File: src/rtl/matmul_engine.sv
// NxN unsigned matrix-multiply engine: streams in A then B, computes C = A*B on one MAC, streams C out.
// Build option: define MATMUL_SAT_EN for saturating result formatting (default is wrap-around truncation).
module matmul_engine #(
  parameter int N     = 3,
  parameter int DW    = 8,
  parameter int ACC_W = 2*DW + $clog2(N) + 1
) (
  input  logic          i_clk,
  input  logic          i_rst,
  input  logic          i_valid,
  input  logic [DW-1:0] i_data,
  output logic          o_in_ready,
  output logic          o_valid,
  output logic [DW-1:0] o_data,
  input  logic          i_out_ready,
  output logic          o_busy,
  output logic          o_done
);

  localparam int NN    = N * N;
  localparam int IDX_W = $clog2(NN);
  localparam int RC_W  = $clog2(N);
  localparam int K_W   = $clog2(N + 1);
  localparam logic [IDX_W-1:0] IDX_LAST = IDX_W'(NN - 1);
  localparam logic [RC_W-1:0]  RC_LAST  = RC_W'(N - 1);
  localparam logic [K_W-1:0]   K_WB     = K_W'(N);
`ifdef MATMUL_SAT_EN
  localparam int FMT_W = ACC_W;
`else
  localparam int FMT_W = DW;
`endif

  typedef enum logic [1:0] {LOAD_A, LOAD_B, COMPUTE, SEND} state_t;

  state_t             state_q, state_d;
  logic [IDX_W-1:0]   idx_q, idx_d;
  logic [RC_W-1:0]    row_q, row_d, col_q, col_d;
  logic [K_W-1:0]     k_q, k_d;
  logic [ACC_W-1:0]   acc_q, acc_d;
  logic               valid_q, valid_d;
  logic [DW-1:0]      data_q, data_d;
  logic               busy_q, busy_d;
  logic               done_q, done_d;

  logic [DW-1:0]      a_mem [NN];
  logic [DW-1:0]      b_mem [NN];
  logic [DW-1:0]      c_mem [NN];

  logic               in_rdy, in_xfer, out_xfer;
  logic               a_we, b_we, c_we;
  logic [RC_W-1:0]    k_rd;
  logic [IDX_W-1:0]   a_addr, b_addr, c_addr;
  logic [2*DW-1:0]    prod;

  // Saturating build clamps to the largest element value; default build keeps the low DW bits.
  function automatic logic [DW-1:0] fmt(input logic [FMT_W-1:0] a);
`ifdef MATMUL_SAT_EN
    if (a > {{(ACC_W-DW){1'b0}}, {DW{1'b1}}}) return {DW{1'b1}};
    return a[DW-1:0];
`else
    return a;
`endif
  endfunction

  assign in_rdy   = (state_q == LOAD_A) || (state_q == LOAD_B);
  assign in_xfer  = i_valid && in_rdy;
  assign out_xfer = valid_q && i_out_ready;

  // On the writeback cycle k_q == N, which is not a valid operand index.
  assign k_rd   = (k_q < K_WB) ? RC_W'(k_q) : '0;
  assign a_addr = IDX_W'(int'(row_q) * N + int'(k_rd));
  assign b_addr = IDX_W'(int'(k_rd) * N + int'(col_q));
  assign c_addr = IDX_W'(int'(row_q) * N + int'(col_q));
  assign prod   = {{DW{1'b0}}, a_mem[a_addr]} * {{DW{1'b0}}, b_mem[b_addr]};

  always_comb begin
    state_d = state_q;
    idx_d   = idx_q;
    row_d   = row_q;
    col_d   = col_q;
    k_d     = k_q;
    acc_d   = acc_q;
    valid_d = valid_q;
    data_d  = data_q;
    busy_d  = busy_q;
    done_d  = 1'b0;
    a_we    = 1'b0;
    b_we    = 1'b0;
    c_we    = 1'b0;
    case (state_q)
      LOAD_A: begin
        if (in_xfer) begin
          a_we = 1'b1;
          if (idx_q == IDX_LAST) begin
            idx_d   = '0;
            state_d = LOAD_B;
          end else begin
            idx_d = idx_q + IDX_W'(1);
          end
        end
      end
      LOAD_B: begin
        if (in_xfer) begin
          b_we = 1'b1;
          if (idx_q == IDX_LAST) begin
            idx_d   = '0;
            row_d   = '0;
            col_d   = '0;
            k_d     = '0;
            busy_d  = 1'b1;
            state_d = COMPUTE;
          end else begin
            idx_d = idx_q + IDX_W'(1);
          end
        end
      end
      COMPUTE: begin
        if (k_q != K_WB) begin
          acc_d = ((k_q == '0) ? '0 : acc_q) + ACC_W'(prod);
          k_d   = k_q + K_W'(1);
        end else begin
          c_we = 1'b1;
          k_d  = '0;
          if (col_q == RC_LAST) begin
            col_d = '0;
            if (row_q == RC_LAST) begin
              row_d   = '0;
              valid_d = 1'b1;
              data_d  = c_mem[0];
              state_d = SEND;
            end else begin
              row_d = row_q + RC_W'(1);
            end
          end else begin
            col_d = col_q + RC_W'(1);
          end
        end
      end
      SEND: begin
        if (out_xfer) begin
          if (idx_q == IDX_LAST) begin
            idx_d   = '0;
            valid_d = 1'b0;
            busy_d  = 1'b0;
            done_d  = 1'b1;
            state_d = LOAD_A;
          end else begin
            idx_d  = idx_q + IDX_W'(1);
            data_d = c_mem[idx_q + IDX_W'(1)];
          end
        end
      end
      default: state_d = LOAD_A;
    endcase
  end

  always_ff @(posedge i_clk) begin
    if (i_rst) begin
      state_q <= LOAD_A;
      idx_q   <= '0;
      row_q   <= '0;
      col_q   <= '0;
      k_q     <= '0;
      acc_q   <= '0;
      valid_q <= 1'b0;
      data_q  <= '0;
      busy_q  <= 1'b0;
      done_q  <= 1'b0;
    end else begin
      state_q <= state_d;
      idx_q   <= idx_d;
      row_q   <= row_d;
      col_q   <= col_d;
      k_q     <= k_d;
      acc_q   <= acc_d;
      valid_q <= valid_d;
      data_q  <= data_d;
      busy_q  <= busy_d;
      done_q  <= done_d;
    end
  end

  // Matrix stores survive reset; a fresh load always rewrites every element before use.
  always_ff @(posedge i_clk) begin
    if (a_we && !i_rst) a_mem[idx_q] <= i_data;
    if (b_we && !i_rst) b_mem[idx_q] <= i_data;
    if (c_we && !i_rst) c_mem[c_addr] <= fmt(acc_q[FMT_W-1:0]);
  end

  assign o_in_ready = in_rdy;
  assign o_valid    = valid_q;
  assign o_data     = data_q;
  assign o_busy     = busy_q;
  assign o_done     = done_q;

endmodule

File: config.mk
export PLATFORM = sky130hd
export DESIGN_NAME = matmul_engine
export DESIGN_NICKNAME = d
export VERILOG_FILES = /design/src/rtl/matmul_engine.sv
export SDC_FILE = /design/constraint.sdc
export NUM_CORES = 1
export LEC_CHECK = 0
export CELL_PAD_IN_SITES_DETAIL_PLACEMENT = 0
export CELL_PAD_IN_SITES_GLOBAL_PLACEMENT = 1
export CORE_ASPECT_RATIO = 1.1
export CORE_MARGIN = 10
export CORE_UTILIZATION = 35
export CTS_BUF_LIST = sky130_fd_sc_hd__clkbuf_2
export DETAILED_ROUTE_END_ITERATION = 7
export PLACE_DENSITY = 0.55
export SYNTH_ARGS = -nofsm -noshare
export SYNTH_HDL_FRONTEND = slang
export SYNTH_SLANG_ARGS = --single-unit
File: constraint.sdc
create_clock -name i_clk -period 8.4 [get_ports i_clk]
set_clock_uncertainty 0.15 [all_clocks]
set_input_delay 1.68 -clock i_clk [delete_from_list [all_inputs] [get_ports i_clk]]
set_output_delay 1.68 -clock i_clk [all_outputs]
set_load 0.02 [all_outputs]
==> impl_results.md <==
* Fin cells at 1285
* Pwr/cell area at 177 nW/um^2
* Hpwl dp at 17.4 mm
* Initial DRC Count at 278
* Post-CTS Hold Buffers at 0
* Fmax at 0.139 GHz
* Area share of the largest cell type after synthesis at 56.3%
* Max-Slew Margin vs Limit at 27.9%
* Row cnt at 69
* CTS tree: yes
* Port bufs at 23
* Final Slew Violations at 0
* Grt ovf at 0
* Largest area contributor in the netlist: edfxtp_1
* Area growth syn-to-layout at 10.3%
* First-pass GRT wire length at 40.1 mm
* Most frequent cells in the layout: 216 x edfxtp_1, 87 x clkbuf_2, 71 x nor2_1
* Max-Cap Viols at 0
* GR peak layer: met2
* Setup tns final at 0 ns
* Hold Path Class: reg -> reg
* Root Driver: clkbuf_2
* Worst-Margin Slew at 1.08 ns
* Reg2Reg Depth at 23
* DR pass1 iterations at 4
* Antenna Nets Post-Route at 0
* Setup bufs post-CTS at 0
* Cells after synthesis at 753
* Die extent in x at 193 um
* Die Y at 210 um
* Final-report setup violation count at 0
* Routed via count at 6286
* Crit path from: row_q[0]
* Post-Syn Area at 11500 um^2
* Met3 global-route usage at 2.46%
* Worst-path fanout max at 16
* Syn nets at 827
* WS Path Type: reg -> reg
* Largest net degree at the start of global routing at 35
* Synth Area per Inst at 15.3 um^2
* Yosys warns at 0
* RSZ-0062 raised after global routing: false
* Synth Register Bits at 247
* Synth Flop Type: edfxtp_1
* Post-synth ARST share at 0%
* GRT Util Overall at 12.9%
* Synth top area cells: edfxtp_1 56%, mux4_2 6.6%, dfxtp_1 5.4%
* H-tree Lvls at 2
* Final WS setup at 1.19 ns
* Crit start category: register
* CP Capture Type: register
* Inst Count DP at 1178
* Met1 Track Usage GR at 15.5%
* Cell Chain, Critical Path: inv_1 -> ha_1 -> xor2_2 -> ha_1 -> mux4_2 -> mux2i_1 -> a21oi_1 -> nand2_1 -> fa_1 -> inv_1 -> fa_1 -> ha_1 -> inv_1 -> fa_1 -> fa_1 -> inv_1 -> a21o_1 -> a21oi_1 -> xnor2_1 -> xnor2_1 -> xnor2_1 -> xnor3_1 -> a211oi_2
* EDFF count, synth at 216
* Clock edge transition at the registers on the reported setup and hold paths at 0.11 ns
* Worst R2R Start: row_q[0]
* Worst skew pair latency at 0.85 ns
* Leakage at 4.41 nW
* Share of layout cells above drive strength 1 at 17.9%
* Minimum clock period at 7.21 ns
* CORE AREA at 32400 um^2
* Worst path max stage delay at 0.87 ns
* Hold Path Depth at 2
* Outcome: completed
* Pre-CTS setup slack at 1.27 ns
* Vias/cell at 4.89
* Placed inst area at 12200 um^2
* GP Congestion at 0.800
* Via count of the first global-routing pass at 6868
* Hold Path Origin: o_data[7]
* CTS-repair resized insts at 0
* Sequential area share after synthesis at 61.7%
* Tot Pwr at 2.24 mW
* Initial Utilization at 35.6%
* Final instance area at 12700 um^2
* Critical path arrival at 7.78 ns
* Final core occ at 39.3%
* Crit-path slowest cell: ha_1
* Req. time, crit path at 8.98 ns
* Num CTS Buffers at 61
* Final worst path period share at 85.8%
* Final hold vios at 0
* Layout Nets at 889
* Max VDD drop at 94.4 uV
* Most common cell after layout, fill and taps aside: edfxtp_1
* Met2 usage at 22.6%
* Cell variety after synth at 53
* Initial antenna violation count at 1
* # clock sinks at 247
* Worst hold margin at 0.346 ns
* Total I/O pin count at 24
* Final wirelength at 25.5 mm
* WL per Instance at 19.8 um
* DRC Markers at 0
* Die Area at 40600 um^2
* Bufs on Longest Clock Path at 3
-- cells by family (layout without fill, tap and decap cells) --
family	after synthesis	after routing	share of synthesized area, %
AND/OR/NAND/NOR	175	175	7.06
adder cells (fa/ha/maj)	62	62	7.97
flip-flops	247	247	61.7
other	0	2	0
buffers and inverters	78	182	2.99
XOR/XNOR	21	21	2.13
AO/OA/AOI/OAI	80	80	4.50
multiplexers	90	90	13.7
-- cell usage after synthesis, types with 4 or more instances --
library cell    n
edfxtp_1      216
nor2_1         71
inv_1          48
ha_1           43
nand2_1        40
a21oi_1        39
mux2i_1        36
mux4_2         34
dfxtp_1        31
fa_1           19
clkbuf_1       18
and2_1         15
mux4_1         14
nand2b_1       14
xnor2_1        12
a31oi_1        10
nor3_1          9
nor2b_1         8
a21o_1          7
nand3_1         6
a211oi_2        5
a22oi_1         5
mux2_2          4
xor2_1          4
-- report_power, final --
group	total (mW)	internal [mW]	switching (mW)
Combinational	0.127	0.0568	0.0703
Clock	0.786	0.310	0.476
Sequential	1.33	1.33	0.00171
Total	2.24	1.70	0.548
-- path summary, 6_finish.rpt --
kind | slack (ns) | to
min | 0.35 | o_data[7]
min reg2reg | 0.35 | o_data[7]
max | 1.19 | acc_q[7]
max reg2reg | 1.19 | acc_q[7]
-- state kept, by name, summed over array words and instances (netlist names) --
signal   flops
state_q      2
o_valid      1
acc_q        8
o_data       8
row_q        2
k_q          2
o_busy       1
idx_q        4
o_done       1
col_q        2
a_mem       72
b_mem       72
c_mem       72
-- per-layer routing --
metal	vias to the layer above	share of wire [%]
met3	50	3.6
met1	3141	42
met4	0	2.7
li1	2977	-
met2	118	52
met5	-	0
-- cell type report --
type	instances	area [um^2]
timing repair buffer	29	275
fill	3086	19700
clock buffer	87	435
clock inverter	18	104
multi-input combinational	428	4070
inverter	48	180
sequential	247	7110
tap	426	533
antenna	2	5.00
-- critical path: cells and delay by family, from the launching register on --
family	cells	cell delay, ns
mux	2	0.44
compound gates	4	0.84
fa+ha+maj	7	3.59
flops	1	0.46
buf+inv	4	0.29
simple gates	1	0.16
xor+xnor	5	1.13
Note: power is estimated with default switching activity, not from simulation.
